$ cat config.mk
export PLATFORM = sky130hd
export DESIGN_NAME = video_timing_gen
export DESIGN_NICKNAME = d
export VERILOG_FILES = /design/src/rtl/video_timing_gen.sv
export SDC_FILE = /design/constraint.sdc
export NUM_CORES = 1
export LEC_CHECK = 0
export CORE_MARGIN = 2
export CORE_UTILIZATION = 30
export CTS_CLUSTER_DIAMETER = 50
export CTS_CLUSTER_SIZE = 20
export DETAILED_ROUTE_END_ITERATION = 8
export PLACE_DENSITY = 0.64
export SLEW_MARGIN = 20
export SYNTH_ARGS = -nofsm -noshare
export SYNTH_HDL_FRONTEND = slang
export SYNTH_SLANG_ARGS = --single-unit
$ cat constraint.sdc
create_clock -name MCLK -period 2.27 [get_ports MCLK]
set_input_delay 0.5675 -clock MCLK [delete_from_list [all_inputs] [get_ports MCLK]]
set_output_delay 0.5675 -clock MCLK [all_outputs]
set_load 0.01 [all_outputs]
$ cat src/rtl/video_timing_gen.sv
// video_timing_gen -- raster timing generator with blank-gated pixel output.
//
// Counts pixels (HPOS) and lines (VPOS) on every MCLK edge with CE=1. It also
// produces registered blanking and sync strobes aligned with the counters,
// a blank-gated copy of the incoming pixel (one CE behind HPOS), and a
// one-MCLK frame-start pulse on the wrap to (0,0).
//
// Optional feature: define VTG_SCREEN_SHIFT_EN to let HSHIFT/VSHIFT move the
// sync pulses by -8..+7 pixels/lines. The shift is sampled once per frame.
// Without the macro the shift ports are present but ignored.
//
// Ports
//   MCLK    in   system clock (single clock domain)
//   RESET_N in   asynchronous active-low reset
//   CE      in   pixel enable; all state advances only when CE=1
//   iRGB    in   [RGB_W] pixel from the core
//   HSHIFT  in   [4] signed horizontal screen shift
//   VSHIFT  in   [4] signed vertical screen shift
//   HPOS    out  [9] pixel counter, 0..H_TOTAL-1
//   VPOS    out  [9] line counter, 0..V_TOTAL-1
//   HBLK    out  horizontal blank (HPOS >= H_ACTIVE)
//   VBLK    out  vertical blank (VPOS >= V_ACTIVE)
//   HSYN    out  horizontal sync, active level HS_POL
//   VSYN    out  vertical sync, active level VS_POL
//   oRGB    out  [RGB_W] pixel, forced to 0 while blanked
//   FSTART  out  one-MCLK pulse when the counters wrap to (0,0)
module video_timing_gen #(
  parameter int H_ACTIVE = 288,
  parameter int H_FP     = 20,
  parameter int H_SYNC   = 32,
  parameter int H_BP     = 44,
  parameter int V_ACTIVE = 224,
  parameter int V_FP     = 11,
  parameter int V_SYNC   = 8,
  parameter int V_BP     = 21,
  parameter int RGB_W    = 12,
  parameter bit HS_POL   = 1'b0,
  parameter bit VS_POL   = 1'b0
) (
  input  logic             MCLK,
  input  logic             RESET_N,
  input  logic             CE,
  input  logic [RGB_W-1:0] iRGB,
  input  logic [3:0]       HSHIFT,
  input  logic [3:0]       VSHIFT,
  output logic [8:0]       HPOS,
  output logic [8:0]       VPOS,
  output logic             HBLK,
  output logic             VBLK,
  output logic             HSYN,
  output logic             VSYN,
  output logic [RGB_W-1:0] oRGB,
  output logic             FSTART
);

  localparam int H_TOTAL = H_ACTIVE + H_FP + H_SYNC + H_BP;
  localparam int V_TOTAL = V_ACTIVE + V_FP + V_SYNC + V_BP;

  localparam logic [8:0] H_LAST = 9'(H_TOTAL - 1);
  localparam logic [8:0] V_LAST = 9'(V_TOTAL - 1);

  // The counters are 9 bits wide, and the porches must absorb a -8..+7
  // shift without the sync pulse leaving the blanking interval.
  if (H_TOTAL > 512) begin : g_h_total_chk
    $error("video_timing_gen: H_TOTAL=%0d exceeds 512", H_TOTAL);
  end
  if (V_TOTAL > 512) begin : g_v_total_chk
    $error("video_timing_gen: V_TOTAL=%0d exceeds 512", V_TOTAL);
  end
  if (H_FP < 8 || H_BP < 8 || H_SYNC < 1) begin : g_h_porch_chk
    $error("video_timing_gen: H_FP/H_BP must be >= 8 and H_SYNC >= 1");
  end
  if (V_FP < 8 || V_BP < 8 || V_SYNC < 1) begin : g_v_porch_chk
    $error("video_timing_gen: V_FP/V_BP must be >= 8 and V_SYNC >= 1");
  end

  // Cleared by reset. The first CE after reset re-enters (0,0) instead of
  // advancing, so a reset in the middle of a frame restarts cleanly and
  // raises no FSTART for that CE.
  logic primed;

  logic [8:0]        h_nxt;
  logic [8:0]        v_nxt;
  logic              h_wrap;
  logic              v_wrap;
  logic              frame_wrap;  // real wrap to (0,0): drives FSTART
  logic              frame_load;  // any entry to (0,0): samples the shift
  logic signed [3:0] hs_nxt;
  logic signed [3:0] vs_nxt;
  logic              hblk_nxt;
  logic              vblk_nxt;
  logic              hsyn_hit;
  logic              vsyn_hit;

  always_comb begin
    // NOTE: every output of this block gets a value before any branch, so
    // no path can leave one unassigned and infer a latch.
    h_wrap     = (HPOS == H_LAST);
    v_wrap     = (VPOS == V_LAST);
    frame_wrap = primed && h_wrap && v_wrap;
    frame_load = !primed || (h_wrap && v_wrap);
    h_nxt      = '0;
    v_nxt      = '0;
    if (primed) begin
      h_nxt = h_wrap ? '0 : HPOS + 9'd1;
      v_nxt = VPOS;
      if (h_wrap) begin
        v_nxt = v_wrap ? '0 : VPOS + 9'd1;
      end
    end
  end

`ifdef VTG_SCREEN_SHIFT_EN
  logic signed [3:0] hs;
  logic signed [3:0] vs;

  // The shift is sampled only when the counters enter (0,0). A change in
  // the middle of a frame therefore affects the next frame only.
  always_ff @(posedge MCLK or negedge RESET_N) begin
    if (!RESET_N) begin
      hs <= '0;
      vs <= '0;
    end else if (CE && frame_load) begin
      hs <= $signed(HSHIFT);
      vs <= $signed(VSHIFT);
    end
  end

  assign hs_nxt = frame_load ? $signed(HSHIFT) : hs;
  assign vs_nxt = frame_load ? $signed(VSHIFT) : vs;
`else
  logic unused_shift;

  assign hs_nxt       = '0;
  assign vs_nxt       = '0;
  assign unused_shift = ^{HSHIFT, VSHIFT, frame_load};
`endif

  // Blanking and sync are decoded from the next counter value. They are
  // registered in the same edge as the counters, so they line up with
  // HPOS/VPOS. The comparisons use signed int so that a negative shift
  // works correctly.
  always_comb begin
    hblk_nxt = int'(h_nxt) >= H_ACTIVE;
    vblk_nxt = int'(v_nxt) >= V_ACTIVE;
    hsyn_hit = (int'(h_nxt) >= H_ACTIVE + H_FP + int'(hs_nxt)) &&
               (int'(h_nxt) <  H_ACTIVE + H_FP + H_SYNC + int'(hs_nxt));
    vsyn_hit = (int'(v_nxt) >= V_ACTIVE + V_FP + int'(vs_nxt)) &&
               (int'(v_nxt) <  V_ACTIVE + V_FP + V_SYNC + int'(vs_nxt));
  end

  // NOTE: state registers use non-blocking assignments. All of them then
  // update together at the edge, whatever order they are written in.
  always_ff @(posedge MCLK or negedge RESET_N) begin
    if (!RESET_N) begin
      primed <= 1'b0;
      HPOS   <= '0;
      VPOS   <= '0;
      HBLK   <= 1'b0;
      VBLK   <= 1'b0;
      HSYN   <= ~HS_POL;
      VSYN   <= ~VS_POL;
      oRGB   <= '0;
      FSTART <= 1'b0;
    end else begin
      // FSTART is a pulse and is rewritten on every MCLK edge, so it lasts
      // exactly one MCLK even when CE is sparse.
      FSTART <= CE && frame_wrap;
      if (CE) begin
        primed <= 1'b1;
        HPOS   <= h_nxt;
        VPOS   <= v_nxt;
        HBLK   <= hblk_nxt;
        VBLK   <= vblk_nxt;
        HSYN   <= hsyn_hit ? HS_POL : ~HS_POL;
        VSYN   <= vsyn_hit ? VS_POL : ~VS_POL;
        // Gated by the blanking of the position now on the outputs, so the
        // pixel appears one CE behind HPOS.
        oRGB   <= (HBLK || VBLK) ? '0 : iRGB;
      end
    end
  end

endmodule
==> results.sh, run 1 <==
export IMPL_status="finished, final reports clean"
export IMPL_synth_area_mm2=0.001897
export IMPL_die_w_um=83.52
export IMPL_io_pins=58
export IMPL_cp_max_fo=6
export IMPL_cp_arrival_ps=2340
export IMPL_synth_top_area_frac=0.4485
export IMPL_antenna_found_initial=0
export IMPL_synth_seq_cells=36
export IMPL_first_global_vias=1677
export IMPL_cap_violations=0
export IMPL_synth_edff_count=0
export IMPL_route_vias_total=1701
export IMPL_wl_per_cell_um=14.33
export IMPL_drtAntennaViolNets=0
export IMPL_grt_usage=0.1425
export IMPL_hold_end="VSYN"
export IMPL_insertion_delay_ps=300
export IMPL_most_common_layout_cells="clkdlybuf4s50_1 (49), dfrtp_1 (34), buf_4 (21), nand2_1 (15)"
export IMPL_synth_ff_type="dfrtp_1"
export IMPL_use_met3=0.04550
export IMPL_dp_hpwl_um=3391
export IMPL_die_h_um=83.52
export IMPL_fmax_ghz=0.4642
export IMPL_synth_top_cell_by_area="dfrtp_1"
export IMPL_gr_usage_met1=0.1805
export IMPL_diodes=0
export IMPL_synthCells=187
export IMPL_placedCellCount=322
export IMPL_ys_async_sr_fraction=1.000
export IMPL_drive_above_1_share=0.1725
export IMPL_fin_setup_tns_ps=0
export IMPL_cts_resized_gates=0
export IMPL_clock_sinks=36
export IMPL_start_util=0.3148
export IMPL_ir_drop_uv=339.5
export IMPL_yosys_cell_types_count=51
export IMPL_final_common_cell="clkdlybuf4s50_1"
export IMPL_drt_wl_total_um=4730
export IMPL_place_area_mm2=0.002591
export IMPL_r2r_cells=7
export IMPL_p_per_area_mw_per_mm2=735.1
export IMPL_final_cells=330
export IMPL_max_slew_margin_rel=0.6961
export IMPL_gp_congestion=0.8145
export IMPL_grt_busiest_layer="met2"
export IMPL_yosysSeqAreaShare=0.4763
export IMPL_cp_end_kind="register"
export IMPL_path_clk_slew_ps=80
export IMPL_clock_path_buffers=2
export IMPL_hold_path_class="register to register"
export IMPL_dieArea_mm2=0.006975
export IMPL_postCtsHoldBufs=0
export IMPL_crit_path_max_incr_delay_ps=390
export IMPL_cpMaxStageDelayCell="or3_4"
export IMPL_rrSetupSlack_ps=120
export IMPL_grt_pass1_wl_um=7997
export IMPL_rsz0062_at_grt="false"
export IMPL_post_route_util=0.4506
export IMPL_tightest_slew_ps=455.9
export IMPL_drtIter0Drc=67
export IMPL_final_period_utilization=0.9489
export IMPL_slew_viol_final=0
export IMPL_drc_errors=0
export IMPL_viasPerCell=5.155
export IMPL_required_ps=2460
export IMPL_syn_nets=212
export IMPL_final_nets=279
export IMPL_cts_tree="done"
export IMPL_area_delta_synth_final_pct=43.14
export IMPL_final_hold_viol_count=0
export IMPL_grt_max_degree=37
export IMPL_clock_skew_ps=9.047
export IMPL_htree_levels=2
export IMPL_port_buffers=49
export IMPL_p_total_mw=1.996
export IMPL_p_leak_nw=1.110
export IMPL_hold_path_startpoint="VSYN"
export IMPL_crit_type="register to register"
export IMPL_rows=28
export IMPL_postCtsSetupRepairBufs=0
export IMPL_ys_warn_count=0
export IMPL_holdWs_ps=501.8
export IMPL_syn_avg_cell_area_um2=10.14
export IMPL_firstDrtPassIters=4
export IMPL_place_ws_ps=142.8
export IMPL_stdcell_area_mm2=0.002715
export IMPL_numCtsBuffers=5
export IMPL_crit_path_frequent_cell="o31a_1"
export IMPL_period_minus_slack_ps=2154
export IMPL_coreArea_mm2=0.006026
export IMPL_path_cells="ha_1 > nand3_2 > or3_4 > o31a_1 > o21a_1 > nor3b_2 > o31a_1"
export IMPL_setup_viol=0
export IMPL_setup_ws_ps=116.0
export IMPL_hold_depth=2
export IMPL_use_met2=0.2280
export IMPL_grt_overflow_total=0
export IMPL_cts_root_buf="clkbuf_8"
export IMPL_reg2reg_to="VBLK"
export IMPL_synth_area_top_cells="dfrtp_1 (45%), a22o_1 (5.5%), nand2_1 (3.0%), dfstp_2 (2.8%), nand3_1 (2.4%)"
export IMPL_r2r_start="HPOS[0]"
export IMPL_start_kind="register"
layout make-up:
| type | instances | area (µm²) |
|---|---|---|
| timing repair buffer | 70 | 648.1 |
| multi-input combinational | 133 | 928.4 |
| fill | 603 | 3311 |
| inverter | 8 | 30.03 |
| sequential | 36 | 903.4 |
| clock buffer | 5 | 68.82 |
| clock inverter | 3 | 42.54 |
| tap | 75 | 93.84 |
power by group:
part / leakage (nW) / internal (mW) / switching (mW) / total [mW]
registers: 0.451 / 0.729 / 0.0905 / 0.820
clock network: 0.0541 / 0.325 / 0.252 / 0.577
logic: 0.605 / 0.326 / 0.274 / 0.599
cell usage after synthesis (2+ instances only):
master	instances
buf_2	2
o31a_1	2
clkbuf_1	5
buf_1	2
o21ai_0	7
nand2_1	15
inv_1	8
xor2_1	2
and4_1	2
nor2b_1	2
nand2b_1	4
a21o_1	2
ha_1	2
nor3_1	4
or2_2	2
nand4_1	2
dfstp_2	2
a32oi_1	2
nor2_1	12
nor4_1	4
a22o_1	12
nand3_1	9
mux2_2	3
and2_1	3
o2bb2ai_1	5
o22ai_1	2
dfrtp_1	34
xnor2_1	3
a21oi_1	6
mux2i_1	4
o31ai_1	3
per-layer routing:
metal	vias to the layer above	wire [µm]
met5	-	0
met4	0	72
met3	6	316
met2	50	2189
met1	820	2151
li1	825	-
how the worst max path moves through the flow:
stage / start / to / slack, ps / cells past startpoint
floorplan: HPOS[0] / VBLK / 180 / 7
global placement: HPOS[0] / VBLK / 170 / 7
detailed placement: HPOS[0] / VBLK / 140 / 7
CTS: HPOS[0] / VBLK / 120 / 7
global route: HPOS[0] / VSYN / 10 / 7
finish: HPOS[0] / VBLK / 120 / 7
cell families (layout without fill, tap and decap cells):
group	after synthesis	after routing	share of synthesized area
xor+xnor	5	5	0.02309
compound gates	49	49	0.1972
simple gates	70	70	0.2104
buf+inv	18	86	0.04090
fa+ha+maj	2	2	0.01319
flops	36	36	0.4763
mux	7	7	0.03892
worst max-delay path: cells and delay by family, from the launching register on:
family | cells | cell delay, ps
fa+ha+maj | 1 | 260
simple gates | 3 | 660
compound gates | 3 | 760
flops | 1 | 360
flip-flops by register name (all words and copies together), names as in the netlist:
register  cells
HBLK          1
VSYN          1
HSYN          1
VBLK          1
primed        1
FSTART        1
VPOS          9
HPOS          9
oRGB         12
Power figures use the tool's default switching activity.
==> inputs of run 2 (changes only) <==
--- a/config.mk
+++ b/config.mk
@@ -11,7 +11,7 @@
 export CTS_CLUSTER_SIZE = 20
 export DETAILED_ROUTE_END_ITERATION = 8
 export PLACE_DENSITY = 0.64
-export SLEW_MARGIN = 20
+export SLEW_MARGIN = 30
 export SYNTH_ARGS = -nofsm -noshare
 export SYNTH_HDL_FRONTEND = slang
 export SYNTH_SLANG_ARGS = --single-unit
==> results of run 2 <==
Final layout, timing and power as in run 1 (identical DEF).
==> inputs of run 3 (changes only) <==
--- a/config.mk
+++ b/config.mk
@@ -5,7 +5,7 @@
 export SDC_FILE = /design/constraint.sdc
 export NUM_CORES = 1
 export LEC_CHECK = 0
-export CORE_MARGIN = 2
+export CORE_MARGIN = 8
 export CORE_UTILIZATION = 30
 export CTS_CLUSTER_DIAMETER = 50
 export CTS_CLUSTER_SIZE = 20
==> run 3 against run 2 <==
Flip-flop and latch count stayed put; critical path type unchanged; clock skew is 1.1 ps lower; cell count is 0.91% higher; first-iteration DRC count is 51% higher; clock-buffer cell count stayed put; critical endpoint unchanged; cell area is 0.14% higher.
==> results.sh, run 3 (synthesized netlist as in run 1, its figures left out) <==
export IMPL_fmax_ghz=0.4646
export IMPL_post_route_util=0.4356
export IMPL_status="finished, final reports clean"
export IMPL_hold_path_class="register to register"
export IMPL_p_seq_frac=0.401
export IMPL_start_kind="register"
export IMPL_dp_hpwl_um=3792
export IMPL_coreArea_mm2=0.006241
export IMPL_crit_cells=7
export IMPL_firstDrtPassIters=4
export IMPL_crit_path_frequent_cell="o31a_1"
export IMPL_drc_errors=0
export IMPL_clock_sinks=36
export IMPL_regArea_um2=903.4
export IMPL_power_internal_mw=1.390
export IMPL_period_minus_slack_ps=2152
export IMPL_drt_wl_total_um=5150
export IMPL_grt_usage=0.1196
export IMPL_path_buf_inv=0
export IMPL_switchingPower_uw=627.1
export IMPL_slew_viol_final=0
export IMPL_gp_congestion=0.8160
export IMPL_crit_type="register to register"
export IMPL_drive_above_1_share=0.1719
export IMPL_hold_depth=2
export IMPL_route_vias_total=1683
export IMPL_most_common_layout_cells="clkdlybuf4s50_1 (49), dfrtp_1 (34), buf_4 (22), nand2_1 (15)"
export IMPL_wl_per_cell_um=15.47
export IMPL_rows=29
export IMPL_crit_path_max_incr_delay_ps=420
export IMPL_crit_path_start="HPOS[0]"
export IMPL_start_util=0.3039
export IMPL_rrSetupSlack_ps=120
export IMPL_final_hold_viol_count=0
export IMPL_tightest_slew_ps=464.4
export IMPL_top_regs="oRGB x12, HPOS x9, VPOS x9"
export IMPL_largest_register_ffs=12
export IMPL_cap_violations=0
export IMPL_r2r_cells=7
export IMPL_final_common_cell="clkdlybuf4s50_1"
export IMPL_max_slew_margin_rel=0.6904
export IMPL_p_total_mw=2.018
export IMPL_postCtsHoldBufs=0
export IMPL_cp_end_kind="register"
export IMPL_reg2reg_to="VBLK"
export IMPL_p_sw_frac=0.3108
export IMPL_htree_levels=2
export IMPL_final_period_utilization=0.9481
export IMPL_setup_viol=0
export IMPL_multi_input_area_um2=922.1
export IMPL_fin_setup_tns_ps=0
export IMPL_regMostFlops="oRGB"
export IMPL_diodes=0
export IMPL_cts_root_buf="clkbuf_8"
export IMPL_hold_end="VSYN"
export IMPL_cp_arrival_ps=2330
export IMPL_rsz0062_at_grt="false"
export IMPL_path_cells="ha_1 > nand3_2 > or3_4 > o31a_1 > o21a_1 > nor3b_2 > o31a_1"
export IMPL_drtIter0Drc=101
export IMPL_required_ps=2450
export IMPL_antenna_found_initial=0
export IMPL_path_clk_slew_ps=80
export IMPL_die_w_um=95.52
export IMPL_combPwrFrac=0.313
export IMPL_path_delay_family="simple AND/OR/NAND/NOR gates"
export IMPL_io_pins=58
export IMPL_dieArea_mm2=0.009123
export IMPL_grt_overflow_total=0
export IMPL_place_area_mm2=0.002601
export IMPL_final_nets=280
export IMPL_drtAntennaViolNets=0
export IMPL_stdcell_area_mm2=0.002719
export IMPL_insertion_delay_ps=300
export IMPL_hold_path_startpoint="VSYN"
export IMPL_cts_tree="done"
export IMPL_p_per_area_mw_per_mm2=742.1
export IMPL_viasPerCell=5.054
export IMPL_ir_drop_uv=352.7
export IMPL_pwr_share_clk=0.286
export IMPL_grt_pass1_wl_um=8562
export IMPL_numCtsBuffers=5
export IMPL_grt_max_degree=37
export IMPL_nFillCells=641
export IMPL_port_buffers=49
export IMPL_clock_path_buffers=2
export IMPL_first_global_vias=1779
export IMPL_cp_max_fo=8
export IMPL_area_delta_synth_final_pct=43.34
export IMPL_p_leak_nw=1.116
export IMPL_cpMaxStageDelayCell="or3_4"
export IMPL_clock_skew_ps=7.952
export IMPL_r2r_start="HPOS[0]"
export IMPL_die_h_um=95.52
-- run 3: changes by cell type in the layout (fill, tap and decap cells not counted), sizes merged --
cell / before / now
buf: 21 / 22
-- run 3: area by class of cell --
class	count	share of cell area
clock buffer	5	0.02531
multi-input combinational	133	0.3392
clock inverter	3	0.01565
tap	77	0.03543
timing repair buffer	71	0.2411
inverter	8	0.01104
sequential	36	0.3323
-- run 3: worst max path at each step --
stage	endpoint	slack, ps
final	VBLK	120
after global routing	VBLK	20
after CTS	VBLK	90
after detailed placement	VBLK	140
after global placement	VBLK	150
after floorplan	VBLK	180
-- run 3: worst reg2reg max path: stages (launching register included) --
cell and delay, ps:
dfrtp_1 350, ha_1 180, nand3_2 170, or3_4 420, o31a_1 320, o21a_1 190, nor3b_2 160, o31a_1 240
-- run 3: stage by stage --
| stage | std cells | hold WS (ps) | worst slack, ps |
|---|---|---|---|
| 2_1_floorplan | 187 | 271.9 | 177.2 |
| 4_1_cts | 333 | 511.5 | 93.23 |
| 3_3_place_gp | 325 | 490.6 | 145.8 |
| 6_report | 333 | 505.8 | 117.7 |
| 3_5_place_dp | 325 | 496.9 | 138.4 |
| 5_1_grt | 333 | 519.8 | 19.06 |
-- run 3: power groups by stage --
stage	Sequential [mW]	Combinational (mW)	Clock, mW
final	0.809	0.631	0.577
after global routing	0.825	0.693	0.622
after CTS	0.811	0.635	0.589
after detailed placement	0.821	0.633	0
after global placement	0.821	0.625	0
after floorplan	0.888	0.208	0
-- run 3: routing by layer --
| metal | track usage | up-vias | part of all wire |
|---|---|---|---|
| met4 | 0.03841 | 0 | 0.013 |
| met5 | 0 | - | 0 |
| met2 | 0.1933 | 56 | 0.47 |
| li1 | - | 831 | - |
| met1 | 0.1392 | 790 | 0.44 |
| met3 | 0.05276 | 6 | 0.076 |
-- run 3: repair_timing --
action	CTS	global route
setup buffers	0	0
endpoints found under the setup margin	0	1
resized for setup	0	1
